File: config.mk
export PLATFORM = sky130hd
export DESIGN_NAME = calc_key_encoder
export DESIGN_NICKNAME = d
export VERILOG_FILES = /design/src/rtl/calc_key_encoder.sv
export SDC_FILE = /design/constraint.sdc
export NUM_CORES = 1
export LEC_CHECK = 0
export ABC_AREA = 1
export CAP_MARGIN = 20
export CORE_MARGIN = 10
export CORE_UTILIZATION = 60
export DETAILED_ROUTE_END_ITERATION = 10
export HOLD_SLACK_MARGIN = 0.02
export PLACE_DENSITY = 0.79
export SYNTH_ARGS = -nofsm -noshare
export SYNTH_HDL_FRONTEND = slang
export SYNTH_SLANG_ARGS = --single-unit
File: constraint.sdc
create_clock -name clk -period 2.5 [get_ports clk]
set_input_delay 0.5 -clock clk [delete_from_list [all_inputs] [get_ports clk]]
set_output_delay 0.5 -clock clk [all_outputs]
set_load 0.005 [all_outputs]
File: src/rtl/calc_key_encoder.sv
// Keypad-to-calculator token transmitter: builds decimal number tokens and sends op/equals/clear tokens.
// Optional KEY_FIFO_EN adds a 4-entry keycode FIFO so keys are accepted while a send is in flight.
//
// state    | meaning
// ---------+----------------------------------------------------------
// INIT     | after reset, emit CLR token unconditionally
// IDLE     | accept keys; digits accumulate, others start a send
// SEND_NUM | wait for calc_ready, emit accumulated number
// GAP      | one quiet cycle between strobes
// SEND_OP  | wait for calc_ready (not for F), emit operator token
module calc_key_encoder #(
  parameter int MAX_DIGITS = 9,
  parameter bit AUTO_CLR   = 1'b1
) (
  input  logic        clk,
  input  logic        rst_n,
  input  logic        key_valid,
  input  logic [3:0]  key_code,
  output logic        key_ready,
  input  logic        calc_ready,
  output logic        strobe,
  output logic [31:0] token,
  output logic        digit_ovf,
  output logic        busy
);

  typedef enum logic [2:0] {
    S_INIT     = 3'd0,
    S_IDLE     = 3'd1,
    S_SEND_NUM = 3'd2,
    S_GAP      = 3'd3,
    S_SEND_OP  = 3'd4
  } state_t;

  localparam state_t     RST_STATE = AUTO_CLR ? S_INIT : S_IDLE;
  localparam logic [3:0] MAX_NDIG  = 4'(MAX_DIGITS);
  localparam logic [3:0] KEY_CLR   = 4'hF;

  if (MAX_DIGITS > 9 || MAX_DIGITS < 1) begin : g_bad_max_digits
    $error("calc_key_encoder: MAX_DIGITS must be 1..9 to keep numbers below 0x8000000A");
  end

  state_t      state_q, state_d;
  logic [31:0] acc_q, acc_d;
  logic [3:0]  ndig_q, ndig_d;
  logic [3:0]  op_q, op_d;
  logic        op_pend_q, op_pend_d;
  logic        ovf_q, ovf_d;
  logic        strobe_q, strobe_d;
  logic [31:0] token_q, token_d;
  logic        key_ready_q, key_ready_d;
  logic        busy_q, busy_d;

  logic        fsm_kv;
  logic [3:0]  fsm_kc;
  logic        send_go;
  logic [31:0] acc_x10;

  assign acc_x10 = (acc_q << 3) + (acc_q << 1);

  // Clear is never held back by calc_ready; the calculator takes it in any state.
  assign send_go = (state_q == S_INIT) ||
                   (state_q == S_SEND_NUM && calc_ready) ||
                   (state_q == S_SEND_OP && (calc_ready || op_q == KEY_CLR));

`ifdef KEY_FIFO_EN
  logic [3:0] fifo_q [4];
  logic [3:0] fifo_d [4];
  logic [2:0] cnt_q, cnt_d;
  logic       push, pop;

  assign push   = key_valid && key_ready_q;
  assign pop    = (state_q == S_IDLE) && (cnt_q != 3'd0);
  assign fsm_kv = pop;
  assign fsm_kc = fifo_q[0];

  // Shift-register FIFO: head always at index 0; an F key discards everything older.
  always_comb begin
    fifo_d = fifo_q;
    cnt_d  = cnt_q;
    if (pop) begin
      for (int i = 0; i < 3; i++) fifo_d[i] = fifo_q[i+1];
      cnt_d = cnt_q - 3'd1;
    end
    if (push) begin
      if (key_code == KEY_CLR) cnt_d = 3'd0;
      fifo_d[cnt_d[1:0]] = key_code;
      cnt_d = cnt_d + 3'd1;
    end
  end

  always_ff @(posedge clk or negedge rst_n) begin
    if (!rst_n) begin
      cnt_q <= 3'd0;
      for (int i = 0; i < 4; i++) fifo_q[i] <= 4'd0;
    end else begin
      cnt_q  <= cnt_d;
      fifo_q <= fifo_d;
    end
  end
`else
  assign fsm_kv = key_valid && key_ready_q;
  assign fsm_kc = key_code;
`endif

  always_ff @(posedge clk or negedge rst_n) begin
    if (!rst_n) begin
      state_q     <= RST_STATE;
      acc_q       <= 32'd0;
      ndig_q      <= 4'd0;
      op_q        <= 4'd0;
      op_pend_q   <= 1'b0;
      ovf_q       <= 1'b0;
      strobe_q    <= 1'b0;
      token_q     <= 32'd0;
      key_ready_q <= 1'b0;
      busy_q      <= 1'b1;
    end else begin
      state_q     <= state_d;
      acc_q       <= acc_d;
      ndig_q      <= ndig_d;
      op_q        <= op_d;
      op_pend_q   <= op_pend_d;
      ovf_q       <= ovf_d;
      strobe_q    <= strobe_d;
      token_q     <= token_d;
      key_ready_q <= key_ready_d;
      busy_q      <= busy_d;
    end
  end

  always_comb begin
    state_d   = state_q;
    acc_d     = acc_q;
    ndig_d    = ndig_q;
    op_d      = op_q;
    op_pend_d = op_pend_q;
    ovf_d     = ovf_q;
    case (state_q)
      S_INIT: begin
        op_pend_d = 1'b0;
        state_d   = S_GAP;
      end
      S_IDLE: begin
        if (fsm_kv) begin
          if (fsm_kc <= 4'd9) begin
            if (ndig_q >= MAX_NDIG) begin
              ovf_d = 1'b1;
            end else begin
              acc_d  = acc_x10 + {28'd0, fsm_kc};
              ndig_d = ndig_q + 4'd1;
            end
          end else if (fsm_kc == KEY_CLR) begin
            acc_d     = 32'd0;
            ndig_d    = 4'd0;
            ovf_d     = 1'b0;
            op_d      = KEY_CLR;
            op_pend_d = 1'b1;
            state_d   = S_SEND_OP;
          end else begin
            op_d      = fsm_kc;
            op_pend_d = 1'b1;
            state_d   = (ndig_q != 4'd0) ? S_SEND_NUM : S_SEND_OP;
          end
        end
      end
      S_SEND_NUM: begin
        if (send_go) begin
          acc_d   = 32'd0;
          ndig_d  = 4'd0;
          state_d = S_GAP;
        end
      end
      S_GAP: begin
        state_d = op_pend_q ? S_SEND_OP : S_IDLE;
      end
      S_SEND_OP: begin
        if (send_go) begin
          op_pend_d = 1'b0;
          state_d   = S_GAP;
        end
      end
      default: state_d = RST_STATE;
    endcase
  end

  always_comb begin
    strobe_d = send_go;
    token_d  = token_q;
    if (send_go) begin
      case (state_q)
        S_INIT:     token_d = {28'h8000000, KEY_CLR};
        S_SEND_NUM: token_d = acc_q;
        default:    token_d = {28'h8000000, op_q};
      endcase
    end
`ifdef KEY_FIFO_EN
    key_ready_d = (cnt_d != 3'd4);
    busy_d      = (state_d != S_IDLE) || (ndig_d != 4'd0) || (cnt_d != 3'd0);
`else
    key_ready_d = (state_d == S_IDLE);
    busy_d      = (state_d != S_IDLE) || (ndig_d != 4'd0);
`endif
  end

  assign key_ready = key_ready_q;
  assign strobe    = strobe_q;
  assign token     = token_q;
  assign digit_ovf = ovf_q;
  assign busy      = busy_q;

endmodule
==> flow_summary.yaml <==
synth:
  synth_compound_area_frac: 0.103
  muxShareOfSynthArea: 0
  synth_xor_xnor_area_share: 0.0207
  synth_area_um2: 5930
  async_reset_ff_frac: 1.00
  syn_inst: 821
  synth_common_cells: "nand2_1, inv_1, dfrtp_1"
  ys.flop_type: "dfrtp_1"
  synth-seq-area-share: 0.338
  synth_area_leaders: "dfrtp_1, nand2_1, ha_1"
  synth_simple_gate_area_share: 0.299
  yosys.area.top_type: "dfrtp_1"
  syn_nets: 892
  yosys_warnings: 0
  postSynthAreaPerCell_um2: 7.22
  yosysMostFrequentCell: "nand2_1"
  synth_top_cell_area_share: 0.333
  synth_top_family_by_area: "simple AND/OR/NAND/NOR gates"
  synth_edf_count: 0
  ys_ff_latch: 80
  yosysUniqueCellTypes: 41
  synthAdderAreaFrac: 0.136
finish:
  multiInputGateArea_um2: 3350
  finalInstanceArea_um2: 6840
  synthToLayoutAreaGrowth_pct: 15.4
  diodes: 0
  seqCellArea_um2: 2000
  n_fill_cell: 849
  nNetsFinal: 957
  drive_gt1_frac: 0.0909
  final_util: 0.706
power_and_ir_drop:
  total_power_mw: 7.02
  leakagePower_nw: 3.94
  vdd.ir_drop.worst_v: 0.000595
  powerDensity_nw_per_um2: 1030
route:
  final_antenna_net_count: 0
  drtPass1Iterations: 5
  drc_errors: 0
  first_iter_violations: 454
  drt_wl_total_mm: 15.7
  drt-vias-per-instance: 5.36
  wl_per_cell_um: 15.4
  vias: 5488
floorplanning:
  fp.dieH_um: 119
  initial_core_util: 0.612
  die_w_um: 119
  rows: 36
  die_area_um2: 14300
  ios: 44
  core_area_um2: 9680
job:
  maxCapViolCount: 0
worst_setup_path:
  critPathCaptureType: "register"
  reg2reg_slack_ps: 160
  cp_max_fo: 5
  rr_startpoint: "acc_q[25]$_DFFE_PN0P_"
  reg2reg_depth: 11
  cp_data_arrival_time_ps: 2610
  worstSetupPathType: "register to register"
  start_kind: "register"
  worst_ep_required_time_ps: 2770
  reg2reg_to: "acc_q[27]$_DFFE_PN0P_"
global_route:
  antenna_found_initial: 0
  grt_pass1_wl_mm: 26.6
  grt_max_degree: 42
  grt_pass1_vias: 5477
  grt_overflow_total: 0
  track_usage: 0.224
sta:
  post-route-min-period_ps: 2340
  relSlewSlack: 0.642
  drv_slew: 0
  setup_slack_ps: 160
  fmax_ghz: 0.427
  skew_ps: 12.2
  rsz0062_at_grt: "no"
  min_period_over_period: 0.936
  finalHoldViolCount: 0
  worst_pin_slew_ps: 536
  setup_viol_count_final: 0
placement:
  gp_congestion: 0.939
  io_buffer_count: 43
  dp_slack_ps: -583
  place_area_um2: 6600
  dpl.hpwl_mm: 12.3
clock_network:
  cts_buffers: 9
  ctsLongestPathBuffers: 2
  tritoncts: "built"
  insertion_delay_ps: 370
  cts_root_buffer: "clkbuf_8"
  clock_sinks: 80
  hold_buffers: 0
  cts_max_level: 3
  clk_pin_slew_ps: 90
outcome:
  outcome: "finished clean"
min_path:
  hold_path.class: "primary input to asynchronous set/reset pin"
-- layer usage --
| metal | global-route usage | share of wire | vias up |
|---|---|---|---|
| met2 | 0.367 | 0.46 | 148 |
| met5 | 0 | 0 | - |
| met3 | 0.0383 | 0.050 | 38 |
| met4 | 0.0913 | 0.030 | 0 |
| met1 | 0.288 | 0.46 | 2567 |
| li1 | - | - | 2735 |
-- per-stage QoR --
step	std cells	hold WS, ps	setup TNS, ps
global route	1024	154	0
detailed placement	1006	471	-12770
CTS	1022	128	0
global placement	1006	467	-11690
finish	1024	106	0
floorplan	821	204	0
-- worst max-delay path, stage by stage (launching register included) --
cell,delay (ps)
dfrtp_1,480
ha_1,310
ha_1,400
nand2_1,140
nor2_1,280
inv_1,100
nor3_1,210
nand2_1,100
nand2_1,70
nand2_1,40
nand3_1,60
nand2_1,50
-- cell usage in the layout (no fill, tap or decap), drive strengths merged, types with 2 or more instances in the layout --
cell,netlist,layout
o21bai,3,3
fa,2,2
dfrtp,79,79
xor2,14,14
nor2,53,53
and2,2,2
clkbuf,1,10
a21oi,21,21
nand2,297,297
nand4,9,9
nand3,49,49
inv,136,136
clkinvlp,0,2
o22ai,4,4
o21ai,48,48
ha,61,61
a22o,14,14
nor3,5,5
clkinv,0,3
clkdlybuf4s50,0,41
buf,10,23
nand3b,4,4
-- worst max path at each step --
stage | from | endpoint | slack (ps) | cells past startpoint
floorplan | key_code[3] | acc_q[30]$_DFFE_PN0P_ | 90 | 12
finish | acc_q[25]$_DFFE_PN0P_ | acc_q[27]$_DFFE_PN0P_ | 160 | 11
CTS | acc_q[2]$_DFFE_PN0P_ | acc_q[15]$_DFFE_PN0P_ | 180 | 14
global route | acc_q[2]$_DFFE_PN0P_ | acc_q[21]$_DFFE_PN0P_ | 20 | 12
global placement | key_code[3] | acc_q[30]$_DFFE_PN0P_ | -540 | 13
detailed placement | key_code[3] | acc_q[22]$_DFFE_PN0P_ | -580 | 13
-- cell families (layout without fill, tap and decap cells) --
family                   count (synthesis)  count (layout)
AND/OR/NAND/NOR                        421             421
XOR/XNOR                                14              14
adder cells (fa/ha/maj)                 63              63
buffers and inverters                  147             217
flip-flops                              80              80
AO/OA/AOI/OAI                           96              96
-- power by group --
group	switching (mW)	internal (mW)	total [mW]
Sequential	0.403	1.70	2.10
Combinational	2.41	1.54	3.95
Clock	0.514	0.457	0.971
-- final cells by class --
class / instances / share of cell area
inverters: 136 / 0.0757
flip-flops and latches: 80 / 0.293
repair buffers: 65 / 0.0902
clock buffers: 10 / 0.0187
multi-input cells: 594 / 0.490
clock inverters: 6 / 0.00878
well taps: 133 / 0.0243
-- state kept, by name (all words and copies together), names as in the netlist --
| register | flops |
|---|---|
| acc_q | 32 |
| digit_ovf | 1 |
| token | 32 |
| busy | 1 |
| strobe | 1 |
| ndig_q | 4 |
| op_q | 4 |
| state_q | 3 |
| key_ready | 1 |
| op_pend_q | 1 |
-- repair_timing --
item                                   in CTS  in global routing
resized for setup                          12                  2
endpoints found under the hold margin       0                  0
pin swaps                                   2                  0
setup buffers                               0                  2
setup endpoints to repair                  25                  5
No activity file was read; power rests on OpenSTA's default activity.
